[config.mk]
export PLATFORM = sky130hd
export DESIGN_NAME = pwl_act_unit
export DESIGN_NICKNAME = d
export VERILOG_FILES = /design/src/rtl/pwl_act_unit.sv
export SDC_FILE = /design/constraint.sdc
export NUM_CORES = 1
export LEC_CHECK = 0
export BUFFER_PORTS_ARGS = -buffer_cell sky130_fd_sc_hd__buf_2
export CAP_MARGIN = 20
export CORE_MARGIN = 2
export CORE_UTILIZATION = 40
export CTS_CLUSTER_DIAMETER = 30
export DETAILED_ROUTE_END_ITERATION = 10
export GPL_TIMING_DRIVEN = 0
export HOLD_SLACK_MARGIN = 0.15
export SLEW_MARGIN = 20
export SYNTH_ARGS = -nofsm -noshare
export SYNTH_HDL_FRONTEND = slang
export SYNTH_SLANG_ARGS = --single-unit
export TNS_END_PERCENT = 10
[constraint.sdc]
create_clock -name clk -period 4.3 [get_ports clk]
set_clock_uncertainty 0.2 [all_clocks]
set_input_delay 0.645 -clock clk [delete_from_list [all_inputs] [get_ports clk]]
set_output_delay 0.645 -clock clk [all_outputs]
set_load 0.1 [all_outputs]
[src/rtl/pwl_act_unit.sv]
// pwl_act_unit: 3-stage piecewise-linear sigmoid/tanh with valid/ready stream.
// Define PWL_TANH_EN to build the tanh path (in_mode=1); otherwise sigmoid only.
module pwl_act_unit #(
  parameter int DW   = 32,
  parameter int FRAC = 12,
  parameter int TAGW = 8
) (
  input  logic            clk,
  input  logic            reset,
  input  logic            in_valid,
  output logic            in_ready,
  input  logic [DW-1:0]   in_x,
  input  logic            in_mode,
  input  logic [TAGW-1:0] in_tag,
  output logic            out_valid,
  input  logic            out_ready,
  output logic [DW-1:0]   out_y,
  output logic [TAGW-1:0] out_tag
);

  localparam logic [DW-1:0] ONE  = DW'(1) << FRAC;
  localparam logic [DW-1:0] T1   = ONE;
  localparam logic [DW-1:0] T2   = DW'(19) << (FRAC - 3);
  localparam logic [DW-1:0] T3   = DW'(5) << FRAC;
  localparam logic [DW-1:0] B0   = DW'(1) << (FRAC - 1);
  localparam logic [DW-1:0] B1   = DW'(5) << (FRAC - 3);
  localparam logic [DW-1:0] B2   = DW'(27) << (FRAC - 5);
  localparam logic [DW-1:0] AMAX = {1'b0, {(DW-1){1'b1}}};
  localparam logic [DW-1:0] NMIN = {1'b1, {(DW-1){1'b0}}};

  typedef struct packed {
    logic            sign;
    logic [DW-1:0]   a;
    logic            mode;
    logic [TAGW-1:0] tag;
  } s1_t;

  typedef struct packed {
    logic            sign;
    logic [DW-1:0]   p;
    logic [DW-1:0]   bias;
    logic            mode;
    logic [TAGW-1:0] tag;
  } s2_t;

  logic    en;
  logic    v1, v2;
  s1_t     s1_d, s1_q;
  s2_t     s2_d, s2_q;
  logic [DW-1:0] abs_x;
  logic [DW-1:0] s_sum;
  logic [DW-1:0] y_ref;
  logic [DW-1:0] y_out;

  assign en       = !out_valid || out_ready;
  assign in_ready = en;

  always_comb begin
    abs_x = in_x;
    if (in_x[DW-1])
      abs_x = (in_x == NMIN) ? AMAX : -in_x;
    s1_d      = '0;
    s1_d.sign = in_x[DW-1];
    s1_d.tag  = in_tag;
`ifdef PWL_TANH_EN
    s1_d.mode = in_mode;
    if (!in_mode)
      s1_d.a = abs_x;
    else if (abs_x[DW-2])
      s1_d.a = AMAX;
    else
      s1_d.a = abs_x << 1;
`else
    s1_d.mode = 1'b0;
    s1_d.a    = abs_x;
`endif
  end

`ifndef PWL_TANH_EN
  logic unused_mode;
  assign unused_mode = in_mode;
`endif

  // Breakpoints belong to the upper segment.
  always_comb begin
    s2_d      = '0;
    s2_d.sign = s1_q.sign;
    s2_d.mode = s1_q.mode;
    s2_d.tag  = s1_q.tag;
    s2_d.bias = ONE;
    unique case (1'b1)
      (s1_q.a < T1): begin
        s2_d.p    = s1_q.a >> 2;
        s2_d.bias = B0;
      end
      (s1_q.a >= T1 && s1_q.a < T2): begin
        s2_d.p    = s1_q.a >> 3;
        s2_d.bias = B1;
      end
      (s1_q.a >= T2 && s1_q.a < T3): begin
        s2_d.p    = s1_q.a >> 5;
        s2_d.bias = B2;
      end
      default: begin
        s2_d.p    = '0;
        s2_d.bias = ONE;
      end
    endcase
  end

  always_comb begin
    s_sum = s2_q.p + s2_q.bias;
    y_ref = s2_q.sign ? (ONE - s_sum) : s_sum;
    y_out = y_ref;
`ifdef PWL_TANH_EN
    if (s2_q.mode)
      y_out = (y_ref << 1) - ONE;
`endif
  end

  always_ff @(posedge clk or negedge reset) begin
    if (!reset) begin
      v1 <= 1'b0;
      v2 <= 1'b0;
      out_valid <= 1'b0;
      out_y <= '0;
      out_tag <= '0;
    end else if (en) begin
      v1 <= in_valid;
      v2 <= v1;
      out_valid <= v2;
      out_y <= y_out;
      out_tag <= s2_q.tag;
    end
  end

  // Data-only stage registers; only the valids need reset.
  always_ff @(posedge clk) begin
    if (en) begin
      s1_q <= s1_d;
      s2_q <= s2_d;
    end
  end

endmodule

==> results.txt <==
Ratio of cells with drive above 1 in the final layout: 19.9%
All-Layer GR Usage: 16.1%
Post-synth ARST share: 34.4%
CTS tree: built
Max-slew headroom: 39.0%
CP Cell Sequence: ha_1, fa_1, a21o_1, a21oi_2, nor2_1, or2_2, a211oi_1, a41oi_1, xnor2_1, mux2_2
Total number of H-tree levels: 4
Syn Area/Cell: 10.5 µm²
Post-synth EDFFs: 82
CP max stage delay: 640 ps
Sink Count: 125
FMAX: 254 MHz
IO buf count: 85
Top cells by area, synth: edfxtp_1, dfrtp_1, xor2_1
Lkg Pwr: 3.38 nW
Power Dens Cells: 692 nW/µm²
Crit-path max FO: 7
Vias per cell: 5.10
Slew Viols, Final: 0
Actual slew at the worst max-slew pin: 916 ps
Critical Path Start: s2_q[19]
Setup TNS: 0 ps
CP delay by family, top: compound AO/OA/AOI/OAI gates
Setup-failing EPs final: 0
Per-cell routed wire length: 13.8 µm
Detail Placement HPWL: 10500 µm
Post-CTS setup buffer count: 0
Placed Cells incl. Taps: 967
RSZ-0062 raised after global routing: no
Core Rows: 47
Crit path time final: 3930 ps
Top FF cell, synth: edfxtp_1
Detailed Route Iter0 Violations: 317
Post-synth top area share: 36.4%
Fin cells: 999
Vias in the first global route: 4808
Yosys cell types: 72
TritonCTS Buffers: 17
Remaining global-route overflow: 0
Max VDD drop: 0.476 mV
Worst R2R Start: s2_q[19]
Worst setup EP type: register
ANT nets after route: 0
CTS clk-pin slew, worst paths: 50 ps
Multi-input gate area: 3080 µm²
Die H: 134 µm
Via count: 5096
Core box area: 16500 µm²
Total of max-cap violations: 0
CTS root buffer: clkbuf_16
Final instance area: 8150 µm²
Deepest clock path buffer count: 2
Worst skew pair latency: 410 ps
Class of the worst hold path: in2async
# IOs: 87
Yosys reg bits: 125
Worst path arrival time: 4030 ps
Pin count of the biggest net entering global routing: 61
Final hold slack: 166 ps
Slowest CP cell: a211oi_1
Cells after synthesis: 643
GPL Wtd Cong: 0.862
Die area: 18000 µm²
Largest area contributor in the netlist: edfxtp_1
Synth warn: 0
CP bufs+invs: 0
Ant diodes: 0
Area grow syn2layout: 20.5%
Die X: 134 µm
Antenna violations before repair: 0
Startpoint class of the critical path: register
Fill count: 1565
Critical setup path kind: reg2reg
Seq. cell area: 3540 µm²
DRC Markers: 0
Final hold vios: 0
Nets: 820
Final Core Density: 49.3%
Cell Area, Placed: 7560 µm²
Initial Utilization: 40.9%
Final cycle utilization of the critical path: 91.5%
Worst Path Required: 4400 ps
Sequential area share after synthesis: 52.3%
Drt pass-1 iters: 7
Cell area after synthesis: 6760 µm²
Global-route wire length before repair: 23200 µm
Outcome: complete, no violations
DRT Wirelength: 13800 µm
## synthesized netlist by cell type, drive strengths merged (3+ instances only)
library cell	instances
nand2	101
edfxtp	82
xor2	52
dfrtp	43
o21ai	41
nor2	33
a21oi	25
clkbuf	23
inv	20
xnor2	17
or4	16
nor3	14
o31ai	14
nor4	13
buf	11
nand4	11
and2	9
nand3	9
a211oi	8
a222oi	8
ha	8
a21o	7
or2	6
a31oi	5
and3	5
o41ai	5
or3	5
a211o	4
nand2b	4
nor2b	4
a41oi	3
nor3b	3
o21a	3
o221ai	3
## worst reg2reg max path, delay by kind of cell, from the launching register on
family                   cells  cell delay (ps)
AO/OA/AOI/OAI                4             1480
AND/OR/NAND/NOR              2              440
XOR/XNOR                     1              210
flip-flops                   1              470
adder cells (fa/ha/maj)      2              760
multiplexers                 1              260
## power by group
part	internal, mW	switching [mW]
sequential	1.66	0.173
clock	0.840	0.509
combinational	0.471	1.98
## path summary, 6_finish.rpt
path | slack [ps] | to | cells after the start
max in group asynchronous | 3160 | out_y[5] | 1
setup / recovery | 370 | out_y[27] | 10
hold / removal | 170 | out_y[23] | 1
setup reg to reg | 370 | out_y[27] | 10
min in group clk | 200 | s1_q[5] | 1
hold reg to reg | 220 | s2_q[1] | 0
## cells in the final DEF (no fill, tap or decap), types with 4 or more instances in the layout
cell       count
nand2_1      101
buf_2         91
edfxtp_1      82
xor2_1        52
dfrtp_1       43
o21ai_0       37
nor2_1        33
a21oi_1       24
clkbuf_1      23
inv_1         20
clkbuf_16     19
conb_1        19
xnor2_1       17
nor3_1        13
o31ai_1       12
nand4_1       11
nor4_1         9
and2_1         9
nand3_1        9
or4_1          8
a222oi_1       8
ha_1           8
a211oi_1       7
a21o_1         7
or4_4          6
a31oi_1        5
or2_2          5
and3_1         5
a211o_1        4
buf_1          4
o21ai_1        4
nor2b_1        4
## registers in the layout, indices dropped and copies added (netlist names)
register	cells
v2	1
s1_q	39
out_tag	8
out_y	32
out_valid	1
v1	1
s2_q	43
## through the flow
stage | power (mW) | setup slack [ps]
after floorplan | 3.84 | 631
after global placement | 4.28 | -59.2
after detailed placement | 4.32 | 320
after CTS | 5.69 | 287
after global routing | 5.93 | 166
final | 5.64 | 365
## area by class of cell
type,instances,share of cell area (%)
clock inverter,10,0.936
timing repair buffer,86,5.56
tap,220,3.38
inverter,21,0.967
buffer,34,1.75
sequential,125,43.4
clock buffer,22,6.22
multi-input combinational,481,37.8
## what timing repair did
action | in CTS | in global routing
resized for setup | 0 | 1
setup endpoints to repair | 0 | 1
hold endpoints to repair | 0 | 0
hold buffers | 0 | 0
## layer usage
layer | global-route usage (%) | wire length (µm) | vias up
li1 | - | - | 2593
met3 | 3.51 | 780 | 19
met5 | 0 | 0 | -
met4 | 6.67 | 273 | 0
met1 | 21.3 | 6460 | 2328
met2 | 25.9 | 6310 | 156
## logic make-up after synthesis
group                      after synthesis  share of synthesized area (%)
and+or+nand+nor                        239                           18.5
xor gates and xnor gates                69                           8.94
DFF                                    125                           52.3
buffers and inverters                   55                           3.22
other                                    1                         0.0555
muxes                                    4                          0.629
adders and majority gates                9                           1.78
AOI/OAI and AO/OA                      141                           14.6
Power figures use the tool's default switching activity.
